### config.mk
export PLATFORM = sky130hd
export DESIGN_NAME = pwm_ramp_controller
export DESIGN_NICKNAME = d
export VERILOG_FILES = /design/src/rtl/pwm_ramp_controller.sv
export SDC_FILE = /design/constraint.sdc
export NUM_CORES = 1
export LEC_CHECK = 0
export BUFFER_PORTS_ARGS = -buffer_cell sky130_fd_sc_hd__buf_2
export CAP_MARGIN = 20
export CORE_MARGIN = 1.5
export CORE_UTILIZATION = 47
export CTS_CLUSTER_SIZE = 14
export DETAILED_ROUTE_END_ITERATION = 12
export GPL_TIMING_DRIVEN = 0
export PLACE_DENSITY = 0.68
export SYNTH_ARGS = -nofsm -noshare
export SYNTH_HDL_FRONTEND = slang
export SYNTH_SLANG_ARGS = --single-unit
export TNS_END_PERCENT = 5
### constraint.sdc
create_clock -name clk -period 3.15 [get_ports clk]
set_input_delay 0.1575 -clock clk [delete_from_list [all_inputs] [get_ports clk]]
set_output_delay 0.1575 -clock clk [all_outputs]
set_load 0.02 [all_outputs]
### src/rtl/pwm_ramp_controller.sv
// PWM generator with a period counter and a soft-start/soft-stop duty ramp.
// Duty is stepped toward a handshaked target only at period boundaries, so every period uses one duty value.
module pwm_ramp_controller #(
    parameter int PERIOD = 100,
    parameter int WIDTH  = 8,
    parameter int STEP   = 1,
    parameter int DIVIDE = 1
) (
    input  logic             clk,
    input  logic             reset,
    input  logic             en,
    input  logic [WIDTH-1:0] tgt_duty,
    input  logic             tgt_valid,
    output logic             tgt_ready,
    output logic [WIDTH-1:0] duty,
    output logic             pwm_out,
    output logic             period_tick,
    output logic             ramping,
    output logic             done
);

    localparam int DIV_W = (DIVIDE > 1) ? $clog2(DIVIDE) : 1;
    localparam logic [DIV_W-1:0] DIV_LAST  = DIV_W'(DIVIDE - 1);
    localparam logic [WIDTH-1:0] PERIOD_W  = WIDTH'(PERIOD);
    localparam logic [WIDTH-1:0] PERIOD_M1 = WIDTH'(PERIOD - 1);
    localparam logic [WIDTH:0]   STEP_W    = (WIDTH + 1)'(STEP);

    typedef enum logic [1:0] {IDLE, RAMP, HOLD} state_t;

    state_t           state_q;
    logic [WIDTH-1:0] cnt_q;
    logic [WIDTH-1:0] duty_q;
    logic [WIDTH-1:0] target_q;
    logic [DIV_W-1:0] div_cnt_q;
    logic             done_q;

    logic [WIDTH-1:0] clamped;
    logic [WIDTH-1:0] duty_d;
    logic [WIDTH:0]   duty_ext;
    logic [WIDTH:0]   tgt_ext;
    logic [WIDTH:0]   diff;
    logic [WIDTH:0]   stepped;
    logic             up;

    assign period_tick = en & (cnt_q == PERIOD_M1);
    assign pwm_out     = en & (cnt_q < duty_q);
    assign tgt_ready   = (state_q != RAMP);
    assign ramping     = (state_q == RAMP);
    assign duty        = duty_q;
    assign done        = done_q;

    assign clamped = (tgt_duty > PERIOD_W) ? PERIOD_W : tgt_duty;

    // One extra bit keeps the step arithmetic from wrapping at either end of the range.
    always_comb begin
        duty_ext = {1'b0, duty_q};
        tgt_ext  = {1'b0, target_q};
        up       = tgt_ext > duty_ext;
        diff     = up ? (tgt_ext - duty_ext) : (duty_ext - tgt_ext);
        stepped  = up ? (duty_ext + STEP_W) : (duty_ext - STEP_W);
        duty_d   = (diff <= STEP_W) ? target_q : stepped[WIDTH-1:0];
    end

    always_ff @(posedge clk or negedge reset) begin
        if (!reset) begin
            state_q   <= IDLE;
            cnt_q     <= '0;
            duty_q    <= '0;
            target_q  <= '0;
            div_cnt_q <= '0;
            done_q    <= 1'b0;
        end else begin
            done_q <= 1'b0;

            if (!en || cnt_q == PERIOD_M1) cnt_q <= '0;
            else                           cnt_q <= cnt_q + 1'b1;

            case (state_q)
                IDLE, HOLD: begin
                    if (tgt_valid) begin
                        target_q <= clamped;
                        if (clamped == duty_q) begin
                            state_q <= HOLD;
                            done_q  <= 1'b1;
                        end else begin
                            state_q   <= RAMP;
                            div_cnt_q <= '0;
                        end
                    end
                end
                RAMP: begin
                    // Duty changes on the wrap edge, so a period never sees two duty values.
                    if (period_tick) begin
                        if (div_cnt_q == DIV_LAST) begin
                            div_cnt_q <= '0;
                            duty_q    <= duty_d;
                            if (duty_d == target_q) begin
                                state_q <= HOLD;
                                done_q  <= 1'b1;
                            end
                        end else begin
                            div_cnt_q <= div_cnt_q + 1'b1;
                        end
                    end
                end
                default: state_q <= IDLE;
            endcase
        end
    end

endmodule

==> results of run 1 <==
flip-flops by register name, summed over array words and instances, names as in the netlist:
signal / cells
duty: 8
state_q: 2
cnt_q: 8
target_q: 8
done: 1
power breakdown:
part,leakage [nW],switching (mW),internal [mW],total (mW)
Sequential,0.333,0.0103,0.353,0.364
Combinational,1.21,0.0976,0.0891,0.187
Clock,0.0261,0.116,0.0928,0.208
Total,1.57,0.224,0.535,0.759
path summary, 6_finish.rpt:
| path | from | to | slack, ns |
|---|---|---|---|
| setup / recovery | duty[1]$_DFFE_PN0P_ | state_q[1]$_DFFE_PN0P_ | -0.26 |
| hold / removal | tgt_duty[4] | target_q[4]$_DFFE_PN0P_ | 0.15 |
| setup reg to reg | duty[1]$_DFFE_PN0P_ | state_q[1]$_DFFE_PN0P_ | -0.26 |
| hold reg to reg | cnt_q[0]$_DFF_PN0_ | cnt_q[0]$_DFF_PN0_ | 0.50 |
| max in group asynchronous | reset | duty[0]$_DFFE_PN0P_ | 2.31 |
| min in group asynchronous | reset | state_q[0]$_DFFE_PN0P_ | 0.41 |
cell families (layout without fill, tap and decap cells):
logic type	after synthesis	in the layout	synth area share (%)
AOI/OAI and AO/OA	92	92	21.1
xor gates and xnor gates	24	24	8.58
adders and majority gates	34	34	16.2
buffers and inverters	37	98	5.55
DFF	27	27	24.4
muxes	11	11	4.02
and+or+nand+nor	110	110	20.2
placed cells by master, fill, tap and decap left out, types with 14 or more instances in the layout:
master    n
a21oi_1  20
o21ai_0  15
nor2_1   26
xnor2_1  16
nand2_1  27
ha_4     15
buf_4    31
dfrtp_2  14
buf_2    24
ha_1     16
inv_1    17
cell type report:
| class | instances | area, sq um |
|---|---|---|
| fill | 478 | 1930 |
| multi-input combinational | 271 | 2270 |
| inverter | 28 | 115 |
| clock buffer | 3 | 41.3 |
| timing repair buffer | 60 | 424 |
| sequential | 27 | 693 |
| clock inverter | 1 | 8.76 |
| buffer | 6 | 33.8 |
| tap | 72 | 90.1 |
worst register-to-register path: stages (launching register included):
cell and delay (ns):
dfrtp_2 0.43, inv_6 0.06, ha_4 0.30, nand3_4 0.08
nor3_4 0.25, o21ba_4 0.20, a21oi_4 0.14, buf_12 0.15
buf_4 0.14, ha_4 0.15, nand2_1 0.06, a21oi_2 0.13
mux2i_1 0.21, a221o_1 0.16, xnor3_1 0.26, nor4_4 0.38
nor2b_2 0.08, o211ai_1 0.16
metrics by stage:
step | util [%] | setup WS [ns]
after floorplan | - | -0.231
after global placement | 55.5 | -0.765
after detailed placement | 55.5 | -0.808
after CTS | 64.6 | -0.211
after global routing | 65.6 | -0.374
final | 65.6 | -0.262
routing by layer:
layer,vias to the layer above,track usage (%),share of wire (%)
li1,1307,-,-
met1,1253,38.0,46
met2,83,43.1,46
met3,8,2.97,6.3
met4,0,3.79,1.0
met5,-,0,0
repair_timing:
item / in CTS / in global routing
gates cloned: 0 / 0
endpoints found under the setup margin: 6 / 6
resized for setup: 44 / 11
buffers inserted: 32 / 3
pin swaps: 22 / 13
hold endpoints to repair: 27 / 0
hold buffers: 1 / 0
==> flow_summary.html, run 1 <==
<table>
<tr><th>Metric</th><th>Value</th></tr>
<tr><th colspan="2">Timing</th></tr>
<tr><td>Count of final max-slew check failures</td><td>0</td></tr>
<tr><td>Relative slew margins</td><td>60.2%</td></tr>
<tr><td>Setup violators final</td><td>3</td></tr>
<tr><td>Final Hold Violating Endpoints</td><td>0</td></tr>
<tr><td>Worst slack on hold paths</td><td>0.152 ns</td></tr>
<tr><td>Post-Route Setup TNS</td><td>-0.649 ns</td></tr>
<tr><td>Final critical path time including I/O delays and setup</td><td>3.41 ns</td></tr>
<tr><td>Ratio of final minimum period to clock period</td><td>108%</td></tr>
<tr><td>Transition time at the pin with the least slew margin</td><td>0.597 ns</td></tr>
<tr><td>Achievable clock frequency</td><td>between 200 and 300 MHz</td></tr>
<tr><td>Unrepaired setup endpoints after global routing</td><td>true</td></tr>
<tr><td>Fin worst setup slack</td><td>-0.262 ns</td></tr>
<tr><td>Clock tree skew after final layout</td><td>0.00885 ns</td></tr>
<tr><th colspan="2">Setup path</th></tr>
<tr><td>Count of cells along the worst register-to-register path</td><td>17</td></tr>
<tr><td>Element type at the critical path end</td><td>flop</td></tr>
<tr><td>Slowest-stage cell, CP</td><td>dfrtp_2</td></tr>
<tr><td>Crit-path max cell delay</td><td>between 0.4 and 0.5 ns</td></tr>
<tr><td>Setup Crit Path Kind</td><td>flop to flop</td></tr>
<tr><td>Peak fanout along the critical path</td><td>7</td></tr>
<tr><td>Ordered cell list for the critical path</td><td>inv_6, ha_4, nand3_4, nor3_4, o21ba_4, a21oi_4, buf_12, buf_4, ha_4, nand2_1, a21oi_2, mux2i_1, a221o_1, xnor3_1, nor4_4, nor2b_2, o211ai_1</td></tr>
<tr><td>Worst path top cell family by delay</td><td>simple AND/OR/NAND/NOR gates</td></tr>
<tr><td>Worst endpoint required time</td><td>3.35 ns</td></tr>
<tr><td>Critical path startpoint category</td><td>flop</td></tr>
<tr><td>Count of cell instances traversed by the critical path</td><td>17</td></tr>
<tr><td>Buffering stage count on the worst path with inverters included</td><td>3</td></tr>
<tr><td>Cell with the most instances on the worst path</td><td>ha_4</td></tr>
<tr><td>Data arrival time at the worst-slack endpoint</td><td>3.61 ns</td></tr>
<tr><th colspan="2">Finish</th></tr>
<tr><td>Post-route cell area</td><td>3680 sq um</td></tr>
<tr><td>Diodes inserted</td><td>0</td></tr>
<tr><td>Fraction of final layout cells sized beyond drive strength 1</td><td>33.1%</td></tr>
<tr><td>Non-filler instance count after layout</td><td>468</td></tr>
<tr><td>Area growth from synthesis to final layout</td><td>32.7%</td></tr>
<tr><td>Post-layout net count</td><td>443</td></tr>
<tr><th colspan="2">Run status</th></tr>
<tr><td>Failing checks</td><td>negative setup slack</td></tr>
<tr><td>Run status</td><td>finished, violations left</td></tr>
<tr><th colspan="2">Synthesis</th></tr>
<tr><td>Syn Nets</td><td>between 300 and 400</td></tr>
<tr><td>Gate count after technology mapping</td><td>335</td></tr>
<tr><td>Average footprint of a synthesized cell</td><td>between 8 and 9 sq um</td></tr>
<tr><td>Fraction of the yosys area taken by sequential cells</td><td>24.4%</td></tr>
<tr><td>Count of flip-flops with a built-in enable after synthesis</td><td>0</td></tr>
<tr><td>Cell accounting for the most synthesized area</td><td>dfrtp_1</td></tr>
<tr><td>Proportion of register bits with asynchronous set or reset after synthesis</td><td>100%</td></tr>
<tr><td>Syn. warnings</td><td>0</td></tr>
<tr><td>Dominant cell by count in the synthesized netlist</td><td>ha_1</td></tr>
<tr><td>Synth top area share</td><td>24.4%</td></tr>
<tr><td>Flops &amp; latches, synth</td><td>27</td></tr>
<tr><td>Most common flop cell mapped by yosys</td><td>dfrtp_1</td></tr>
<tr><td>Main area contributors after synthesis</td><td>dfrtp_1 24%, ha_1 14%, xnor2_1 5.4%, a21oi_1 4.3%, inv_1 3.7%</td></tr>
<tr><td>Netlist cell types</td><td>56</td></tr>
<tr><td>Post-synthesis cell area</td><td>2770 sq um</td></tr>
<tr><td>Post-synth top cells</td><td>31 x ha_1, 27 x dfrtp_1, 27 x inv_1, 27 x nand2_1, 27 x nor2_1</td></tr>
<tr><th colspan="2">Die</th></tr>
<tr><td>DIE WIDTH</td><td>79.8 microns</td></tr>
<tr><td>IO Pins</td><td>25</td></tr>
<tr><td>DIE HEIGHT</td><td>79.8 microns</td></tr>
<tr><td>Die area</td><td>~6400 sq um</td></tr>
<tr><td>Site row count</td><td>27</td></tr>
<tr><td>Placeable core region</td><td>5610 sq um</td></tr>
<tr><td>Effective utilization at floorplan</td><td>49.4%</td></tr>
<tr><th colspan="2">Clock network</th></tr>
<tr><td>Clock tree from TritonCTS</td><td>yes</td></tr>
<tr><td>Sink count of the clock tree</td><td>27</td></tr>
<tr><td>Number of H-tree levels</td><td>1</td></tr>
<tr><td>Clock insertion delay at the later pin of the skew report</td><td>0.28 ns</td></tr>
<tr><td>Number of buffers on the longest clock path</td><td>2</td></tr>
<tr><td>Number of buffers created by CTS</td><td>3</td></tr>
<tr><td>Clk root buf</td><td>clkbuf_8</td></tr>
<tr><td>Clock-pin slew on the worst setup and hold paths</td><td>0.10 ns</td></tr>
<tr><th colspan="2">GRT</th></tr>
<tr><td>Number of antenna violations at the first check in global routing</td><td>0</td></tr>
<tr><td>Wire length of the first global-routing pass</td><td>12.7 mm</td></tr>
<tr><td>Total Routing Usage GR</td><td>between 20% and 30%</td></tr>
<tr><td>GR Overflow Total</td><td>0</td></tr>
<tr><td>Number of global-route vias before repair</td><td>2456</td></tr>
<tr><td>Maximum number of pins on one net before global-route repair</td><td>28</td></tr>
<tr><th colspan="2">Placement</th></tr>
<tr><td>Routability Congestion</td><td>0.860</td></tr>
<tr><td>Hpwl dp</td><td>5.34 mm</td></tr>
<tr><td>Placed cell count</td><td>around 430</td></tr>
<tr><td>Port Buf Inserts</td><td>24</td></tr>
<tr><td>Area post-placement</td><td>between 3000 and 4000 sq um</td></tr>
<tr><th colspan="2">Min path</th></tr>
<tr><td>Worst hold path class</td><td>input port to flop</td></tr>
<tr><td>Instance count along the most critical hold path</td><td>3</td></tr>
<tr><th colspan="2">Power and ir drop</th></tr>
<tr><td>Leak</td><td>1.57 nW</td></tr>
<tr><td>Maximum resistive drop on vdd</td><td>236 uV</td></tr>
<tr><td>Pwr Density</td><td>206 nW/um^2</td></tr>
<tr><td>Post-layout total power</td><td>approximately 0.76 mW</td></tr>
<tr><th colspan="2">Detailed routing</th></tr>
<tr><td>Number of antenna-violating nets in the routed design</td><td>0</td></tr>
<tr><td>DRT iter0 DRCs</td><td>197</td></tr>
<tr><td>DRT Pass-1 Iters</td><td>5</td></tr>
<tr><td>Total wirelength of the detailed-routed design</td><td>7.92 mm</td></tr>
<tr><td>Routed wire per std cell</td><td>16.9 microns</td></tr>
<tr><td>Vias post-DR</td><td>2651</td></tr>
<tr><td>Final routed DRC violation total</td><td>0</td></tr>
<tr><td>Via density</td><td>5.66</td></tr>
<tr><th colspan="2">Flow run</th></tr>
<tr><td>Number of violations of the max-capacitance limit</td><td>0</td></tr>
</table>
Note: power is estimated with default switching activity, not from simulation.
==> run 2, diff against run 1 <==
==> constraint.sdc (replaced) <==
create_clock -name clk -period 3.15 [get_ports clk]
set_input_delay 0.1575 -clock clk [delete_from_list [all_inputs] [get_ports clk]]
set_output_delay 0.1575 -clock clk [all_outputs]
set_load 0.005 [all_outputs]
==> run 2 against run 1 <==
  * The flow still finishes with violations (negative setup slack)
  * Sequential share of layout area decreased by 0.22 points
  * Global-route usage decreased by 1.5 points
  * First-iteration DRC count decreased by 46%
  * Worst hold slack got worse by 0.0089 ns
  * Clock skew decreased by 0.0037 ns
  * Core utilization increased by 0.54 points
  * Fmax decreased by 3.5%
==> flow_summary.html, run 2 (synthesis results as in run 1) <==
<table>
<tr><th>Metric</th><th>Value</th></tr>
<tr><th colspan="2">Finish</th></tr>
<tr><td>Most common cell after layout, fill and taps aside</td><td>buf_4</td></tr>
<tr><td>Commonest non-fill, non-tap cells in the layout</td><td>32 x buf_4, 27 x nand2_1, 26 x nor2_1</td></tr>
<tr><td>Non-filler instance count after layout</td><td>about 470</td></tr>
<tr><td>Area growth from synthesis to final layout</td><td>33.8%</td></tr>
<tr><td>Share of the core filled with cells in the final layout</td><td>about two thirds</td></tr>
<tr><td>Fraction of final layout cells sized beyond drive strength 1</td><td>34.3%</td></tr>
<tr><td>Post-layout net count</td><td>446</td></tr>
<tr><td>Post-route cell area</td><td>3710 sq um</td></tr>
<tr><td>Diodes inserted</td><td>0</td></tr>
<tr><th colspan="2">Setup path</th></tr>
<tr><td>Data arrival time at the worst-slack endpoint</td><td>3.72 ns</td></tr>
<tr><td>Slowest-stage cell, CP</td><td>dfrtp_2</td></tr>
<tr><td>Cell with the most instances on the worst path</td><td>ha_4</td></tr>
<tr><td>Setup Crit Path Kind</td><td>flop to flop</td></tr>
<tr><td>Crit-path max cell delay</td><td>0.42 ns</td></tr>
<tr><td>Element type at the critical path end</td><td>flop</td></tr>
<tr><td>Worst endpoint required time</td><td>3.33 ns</td></tr>
<tr><td>Ordered cell list for the critical path</td><td>inv_2, ha_4, clkinvlp_4, nor3_4, a21oi_4, buf_6, buf_12, ha_4, nand3_2, a21oi_2, mux2i_1, a221o_1, xnor3_2, nor4_4, buf_4, o21ai_2</td></tr>
<tr><td>Peak fanout along the critical path</td><td>5</td></tr>
<tr><td>Critical path startpoint category</td><td>flop</td></tr>
<tr><th colspan="2">Flow run</th></tr>
<tr><td>Number of violations of the max-capacitance limit</td><td>0</td></tr>
<tr><th colspan="2">Timing</th></tr>
<tr><td>Unrepaired setup endpoints after global routing</td><td>true</td></tr>
<tr><td>Achievable clock frequency</td><td>283 MHz</td></tr>
<tr><td>Clock tree skew after final layout</td><td>0.00517 ns</td></tr>
<tr><td>Count of final max-slew check failures</td><td>0</td></tr>
<tr><td>Final critical path time including I/O delays and setup</td><td>3.54 ns</td></tr>
<tr><td>Relative slew margins</td><td>58.7%</td></tr>
<tr><td>Setup violators final</td><td>4</td></tr>
<tr><td>Ratio of final minimum period to clock period</td><td>112%</td></tr>
<tr><td>Post-Route Setup TNS</td><td>-1.11 ns</td></tr>
<tr><td>Final Hold Violating Endpoints</td><td>0</td></tr>
<tr><td>Worst slack on hold paths</td><td>0.143 ns</td></tr>
<tr><td>Transition time at the pin with the least slew margin</td><td>0.619 ns</td></tr>
<tr><td>Fin worst setup slack</td><td>-0.387 ns</td></tr>
<tr><th colspan="2">Die</th></tr>
<tr><td>Effective utilization at floorplan</td><td>49.4%</td></tr>
<tr><td>DIE WIDTH</td><td>79.8 microns</td></tr>
<tr><td>Site row count</td><td>27</td></tr>
<tr><td>DIE HEIGHT</td><td>79.8 microns</td></tr>
<tr><td>Placeable core region</td><td>5610 sq um</td></tr>
<tr><td>Die area</td><td>6370 sq um</td></tr>
<tr><td>IO Pins</td><td>25</td></tr>
<tr><th colspan="2">Min path</th></tr>
<tr><td>Worst hold path class</td><td>input port to flop</td></tr>
<tr><th colspan="2">GRT</th></tr>
<tr><td>Number of antenna violations at the first check in global routing</td><td>0</td></tr>
<tr><td>Wire length of the first global-routing pass</td><td>around 12 mm</td></tr>
<tr><td>Total Routing Usage GR</td><td>roughly 25%</td></tr>
<tr><td>GR Overflow Total</td><td>0</td></tr>
<tr><td>Maximum number of pins on one net before global-route repair</td><td>28</td></tr>
<tr><td>Number of global-route vias before repair</td><td>2485</td></tr>
<tr><th colspan="2">Run status</th></tr>
<tr><td>Failing checks</td><td>negative setup slack</td></tr>
<tr><td>Run status</td><td>finished, violations left</td></tr>
<tr><th colspan="2">Detailed routing</th></tr>
<tr><td>Via density</td><td>5.81</td></tr>
<tr><td>Number of antenna-violating nets in the routed design</td><td>0</td></tr>
<tr><td>Vias post-DR</td><td>2736</td></tr>
<tr><td>Final routed DRC violation total</td><td>0</td></tr>
<tr><td>DRT iter0 DRCs</td><td>approximately 110</td></tr>
<tr><td>Total wirelength of the detailed-routed design</td><td>8.39 mm</td></tr>
<tr><td>DRT Pass-1 Iters</td><td>5</td></tr>
<tr><td>Routed wire per std cell</td><td>17.8 microns</td></tr>
<tr><th colspan="2">Clock network</th></tr>
<tr><td>Clock tree from TritonCTS</td><td>yes</td></tr>
<tr><td>Clock-pin slew on the worst setup and hold paths</td><td>0.10 ns</td></tr>
<tr><td>Clk root buf</td><td>clkbuf_8</td></tr>
<tr><td>Number of H-tree levels</td><td>1</td></tr>
<tr><td>Number of buffers on the longest clock path</td><td>2</td></tr>
<tr><td>Sink count of the clock tree</td><td>27</td></tr>
<tr><td>Clock insertion delay at the later pin of the skew report</td><td>0.28 ns</td></tr>
<tr><td>Number of buffers created by CTS</td><td>3</td></tr>
<tr><th colspan="2">Power and ir drop</th></tr>
<tr><td>Leak</td><td>1.58 nW</td></tr>
<tr><td>Maximum resistive drop on vdd</td><td>211 uV</td></tr>
<tr><td>Post-layout total power</td><td>0.772 mW</td></tr>
<tr><td>Pwr Density</td><td>208 nW/um^2</td></tr>
<tr><th colspan="2">Placement</th></tr>
<tr><td>Routability Congestion</td><td>0.878</td></tr>
<tr><td>Area post-placement</td><td>3020 sq um</td></tr>
<tr><td>Port Buf Inserts</td><td>24</td></tr>
<tr><td>Placed cell count</td><td>about 430</td></tr>
<tr><td>Setup slack at placement</td><td>-0.910 ns</td></tr>
<tr><td>Hpwl dp</td><td>5.28 mm</td></tr>
</table>
## run 2: cell count changes in the layout (fill, tap and decap cells not counted), sizes merged
cell,before,now
inv,29,28
clkinvlp,0,1
clkbuf,8,7
buf,60,64
## run 2: timing repair
action / CTS / global route
pin swaps: 15 / 17
endpoints found under the hold margin: 27 / 0
setup endpoints to repair: 8 / 6
buffers inserted: 24 / 13
hold buffers: 1 / 0
gates resized for setup: 36 / 40
## run 2: cell type report
type                    instances  area, sq um
flip-flops and latches         27          691
inverters                      28          116
multi-input cells             271         2270
clock buffers                   3         41.3
repair buffers                 62          439
clock inverters                 1         8.76
fillers                       459         1900
well taps                      72         90.1
plain buffers                   7         48.8
## run 2: final timing paths
check / from / endpoint / slack (ns) / cells after the start
max in group asynchronous: reset / duty[1]$_DFFE_PN0P_ / 2.30 / 2
worst min-delay path: en / cnt_q[4]$_DFF_PN0_ / 0.14 / 2
worst max-delay path: duty[7]$_DFFE_PN0P_ / state_q[0]$_DFFE_PN0P_ / -0.39 / 16
min in group asynchronous: reset / cnt_q[0]$_DFF_PN0_ / 0.41 / 2
worst max register to register: duty[7]$_DFFE_PN0P_ / state_q[0]$_DFFE_PN0P_ / -0.39 / 16
worst min register to register: state_q[1]$_DFFE_PN0P_ / state_q[1]$_DFFE_PN0P_ / 0.52 / 2
## run 2: worst max-delay path, delay by kind of cell (launching register included)
family / cells / cell delay, ns
and+or+nand+nor: 3 / 0.70
muxes: 1 / 0.22
buffers and inverters: 5 / 0.67
DFF: 1 / 0.42
xor gates and xnor gates: 1 / 0.31
AOI/OAI and AO/OA: 4 / 0.53
adders and majority gates: 2 / 0.57
## run 2: metal layers
layer  vias to the layer above  track usage [%]  part of all wire (%)
li1                       1317                -                     -
met1                      1316             34.4                    45
met2                        77             40.3                    49
met3                        26             3.89                   4.0
met4                         0             6.38                   2.5
met5                         -                0                     0
## run 2: power by group
part / internal, mW / leakage (nW) / switching [mW] / total (mW)
logic: 0.0926 / 1.22 / 0.100 / 0.193
clock network: 0.0932 / 0.0261 / 0.122 / 0.215
registers: 0.353 / 0.336 / 0.0108 / 0.364
total: 0.539 / 1.58 / 0.233 / 0.772
==> run 3, diff against run 2 <==
--- a/config.mk
+++ b/config.mk
@@ -7,6 +7,7 @@
 export LEC_CHECK = 0
 export BUFFER_PORTS_ARGS = -buffer_cell sky130_fd_sc_hd__buf_2
 export CAP_MARGIN = 20
+export CORE_ASPECT_RATIO = 0.9
 export CORE_MARGIN = 1.5
 export CORE_UTILIZATION = 47
 export CTS_CLUSTER_SIZE = 14
==> run 3 against run 2 <==
  * The run still ends with negative setup slack left
  * Non-clock buffer count down 1
  * Count of clock-buffer cells in the layout did not move
  * Via count is 1.1% lower
  * Critical path depth did not move
  * Critical endpoint is now state_q[1]$_DFFE_PN0P_
==> flow_summary.html, run 3 (synthesis results as in run 1) <==
<table>
<tr><th>Metric</th><th>Value</th></tr>
<tr><th colspan="2">Detailed routing</th></tr>
<tr><td>Number of antenna-violating nets in the routed design</td><td>0</td></tr>
<tr><td>DRT iter0 DRCs</td><td>128</td></tr>
<tr><td>Total wirelength of the detailed-routed design</td><td>8.37 mm</td></tr>
<tr><td>Routed wire per std cell</td><td>17.9 microns</td></tr>
<tr><td>Vias post-DR</td><td>approximately 2.7k</td></tr>
<tr><td>Final routed DRC violation total</td><td>0</td></tr>
<tr><td>DRT Pass-1 Iters</td><td>4</td></tr>
<tr><td>Via density</td><td>between 5 and 6</td></tr>
<tr><th colspan="2">Timing</th></tr>
<tr><td>Unrepaired setup endpoints after global routing</td><td>true</td></tr>
<tr><td>Ratio of final minimum period to clock period</td><td>107%</td></tr>
<tr><td>Count of final max-slew check failures</td><td>0</td></tr>
<tr><td>Fin worst setup slack</td><td>-0.222 ns</td></tr>
<tr><td>Setup violators final</td><td>4</td></tr>
<tr><td>Relative slew margins</td><td>60.1%</td></tr>
<tr><td>Transition time at the pin with the least slew margin</td><td>0.598 ns</td></tr>
<tr><td>Final Hold Violating Endpoints</td><td>0</td></tr>
<tr><td>Final critical path time including I/O delays and setup</td><td>3.37 ns</td></tr>
<tr><td>Clock tree skew after final layout</td><td>0.00497 ns</td></tr>
<tr><td>Post-Route Setup TNS</td><td>-0.615 ns</td></tr>
<tr><td>Worst slack on hold paths</td><td>0.156 ns</td></tr>
<tr><td>Achievable clock frequency</td><td>roughly 300 MHz</td></tr>
<tr><th colspan="2">Power and ir drop</th></tr>
<tr><td>Switch share</td><td>29.3%</td></tr>
<tr><td>Leak</td><td>1.59 nW</td></tr>
<tr><td>Internal power consumption</td><td>0.537 mW</td></tr>
<tr><td>Share of power burned in combinational logic</td><td>26.0%</td></tr>
<tr><td>Maximum resistive drop on vdd</td><td>around 290 uV</td></tr>
<tr><td>Pwr Density</td><td>roughly 200 nW/um^2</td></tr>
<tr><td>Net Switching</td><td>0.223 mW</td></tr>
<tr><td>Fraction of power consumed by the clock network</td><td>between 20% and 30%</td></tr>
<tr><td>Sequential share of power</td><td>47.9%</td></tr>
<tr><th colspan="2">Setup path</th></tr>
<tr><td>Reg-to-reg critical path startpoint</td><td>duty[3]$_DFFE_PN0P_</td></tr>
<tr><td>Worst Setup SP</td><td>duty[3]$_DFFE_PN0P_</td></tr>
<tr><td>Worst path top cell family by delay</td><td>compound AO/OA/AOI/OAI gates</td></tr>
<tr><td>Crit-path max cell delay</td><td>0.45 ns</td></tr>
<tr><td>Data arrival time at the worst-slack endpoint</td><td>3.56 ns</td></tr>
<tr><td>Slowest-stage cell, CP</td><td>dfrtp_2</td></tr>
<tr><td>Worst endpoint required time</td><td>3.34 ns</td></tr>
<tr><td>Element type at the critical path end</td><td>flop</td></tr>
<tr><td>Setup Crit Path Kind</td><td>flop to flop</td></tr>
<tr><td>Ordered cell list for the critical path</td><td>inv_4, ha_4, a21o_1, a21oi_4, o21ai_4, a21oi_4, inv_2, fa_2, nor2b_4, o311ai_4, o2bb2ai_2, xnor2_2, xnor2_2, nor4_4, nor2b_2, o211ai_1</td></tr>
<tr><td>Peak fanout along the critical path</td><td>3</td></tr>
<tr><td>Critical path startpoint category</td><td>flop</td></tr>
<tr><td>Buffering stage count on the worst path with inverters included</td><td>2</td></tr>
<tr><th colspan="2">Finish</th></tr>
<tr><td>Post-layout net count</td><td>445</td></tr>
<tr><td>Non-filler instance count after layout</td><td>468</td></tr>
<tr><td>Share of the core filled with cells in the final layout</td><td>65.3%</td></tr>
<tr><td>Diodes inserted</td><td>0</td></tr>
<tr><td>Fraction of final layout cells sized beyond drive strength 1</td><td>34.9%</td></tr>
<tr><td>Filler cell count</td><td>467</td></tr>
<tr><td>Most common cell after layout, fill and taps aside</td><td>buf_4</td></tr>
<tr><td>Commonest non-fill, non-tap cells in the layout</td><td>33 x buf_4, 27 x nor2_1, 25 x nand2_1</td></tr>
<tr><td>Area growth from synthesis to final layout</td><td>34.2%</td></tr>
<tr><th colspan="2">Clock network</th></tr>
<tr><td>Clock insertion delay at the later pin of the skew report</td><td>0.27 ns</td></tr>
<tr><td>Number of buffers on the longest clock path</td><td>2</td></tr>
<tr><td>Clk root buf</td><td>clkbuf_8</td></tr>
<tr><td>Number of buffers created by CTS</td><td>3</td></tr>
<tr><td>Number of H-tree levels</td><td>1</td></tr>
<tr><td>Sink count of the clock tree</td><td>27</td></tr>
<tr><td>Clock-pin slew on the worst setup and hold paths</td><td>about 0.10 ns</td></tr>
<tr><td>Clock tree from TritonCTS</td><td>yes</td></tr>
<tr><th colspan="2">GRT</th></tr>
<tr><td>GR Overflow Total</td><td>0</td></tr>
<tr><td>Maximum number of pins on one net before global-route repair</td><td>28</td></tr>
<tr><td>Wire length of the first global-routing pass</td><td>about 13 mm</td></tr>
<tr><td>Number of antenna violations at the first check in global routing</td><td>0</td></tr>
<tr><td>Number of global-route vias before repair</td><td>2456</td></tr>
<tr><td>Total Routing Usage GR</td><td>25.4%</td></tr>
<tr><th colspan="2">Die</th></tr>
<tr><td>Placeable core region</td><td>5690 sq um</td></tr>
<tr><td>Die area</td><td>6370 sq um</td></tr>
<tr><td>DIE HEIGHT</td><td>75.9 microns</td></tr>
<tr><td>IO Pins</td><td>25</td></tr>
<tr><td>Site row count</td><td>26</td></tr>
<tr><td>DIE WIDTH</td><td>83.9 microns</td></tr>
<tr><td>Effective utilization at floorplan</td><td>48.7%</td></tr>
<tr><th colspan="2">Min path</th></tr>
<tr><td>Hold wc startpoint</td><td>en</td></tr>
<tr><td>Worst hold path class</td><td>input port to flop</td></tr>
<tr><th colspan="2">Run status</th></tr>
<tr><td>Failing checks</td><td>negative setup slack</td></tr>
<tr><td>Run status</td><td>finished, violations left</td></tr>
<tr><th colspan="2">Placement</th></tr>
<tr><td>Setup slack at placement</td><td>-0.937 ns</td></tr>
<tr><td>Placed cell count</td><td>429</td></tr>
<tr><td>Hpwl dp</td><td>about 5.5 mm</td></tr>
<tr><td>Routability Congestion</td><td>0.855</td></tr>
<tr><td>Port Buf Inserts</td><td>24</td></tr>
<tr><th colspan="2">Flow run</th></tr>
<tr><td>Number of violations of the max-capacitance limit</td><td>0</td></tr>
</table>
## run 3: changes by cell type in the layout (fill, tap and decap cells not counted), sizes merged
cell / change
clkinvlp: -1
clkbuf: +1
buf: -2
clkinv: +1
## run 3: what timing repair did
| item | in CTS | in global routing |
|---|---|---|
| setup endpoints to repair | 9 | 6 |
| hold buffers | 1 | 0 |
| setup buffers | 30 | 7 |
| pin swaps | 22 | 23 |
| hold endpoints to repair | 27 | 0 |
| resized for setup | 61 | 19 |
## run 3: power by group through the flow
| stage | Combinational [mW] | Clock (mW) | Sequential (mW) |
|---|---|---|---|
| floorplan | 0.102 | 0 | 0.367 |
| global placement | 0.140 | 0 | 0.370 |
| detailed placement | 0.143 | 0 | 0.370 |
| CTS | 0.182 | 0.199 | 0.363 |
| global route | 0.215 | 0.212 | 0.365 |
| finish | 0.197 | 0.199 | 0.363 |
## run 3: through the flow
stage / cell area [sq um] / total power [mW]
floorplan: 2810 / 0.469
global placement: 3020 / 0.510
detailed placement: 3020 / 0.513
CTS: 3610 / 0.744
global route: 3720 / 0.791
finish: 3720 / 0.759
## run 3: per-layer routing
metal | global-route usage (%) | up-vias | part of all wire, %
met4 | 4.55 | 0 | 0.84
met5 | 0 | - | 0
li1 | - | 1307 | -
met1 | 35.2 | 1307 | 46
met3 | 3.68 | 8 | 5.2
met2 | 43.4 | 83 | 48
## run 3: cell type report
cell class	count	area (sq um)	share of cell area (%)
buffer	6	40.0	1.08
clock buffer	3	41.3	1.11
clock inverter	1	5.00	0.135
inverter	28	115	3.09
multi-input combinational	271	2310	62.1
sequential	27	691	18.6
tap	70	87.6	2.35
timing repair buffer	62	432	11.6
## run 3: worst paths after layout
| check | end | slack, ns | cells after the start |
|---|---|---|---|
| min in group asynchronous | cnt_q[7]$_DFF_PN0_ | 0.41 | 2 |
| max reg2reg | state_q[1]$_DFFE_PN0P_ | -0.22 | 16 |
| min | cnt_q[4]$_DFF_PN0_ | 0.16 | 2 |
| min reg2reg | state_q[1]$_DFFE_PN0P_ | 0.52 | 2 |
| max in group asynchronous | duty[3]$_DFFE_PN0P_ | 2.30 | 2 |
| max | state_q[1]$_DFFE_PN0P_ | -0.22 | 16 |
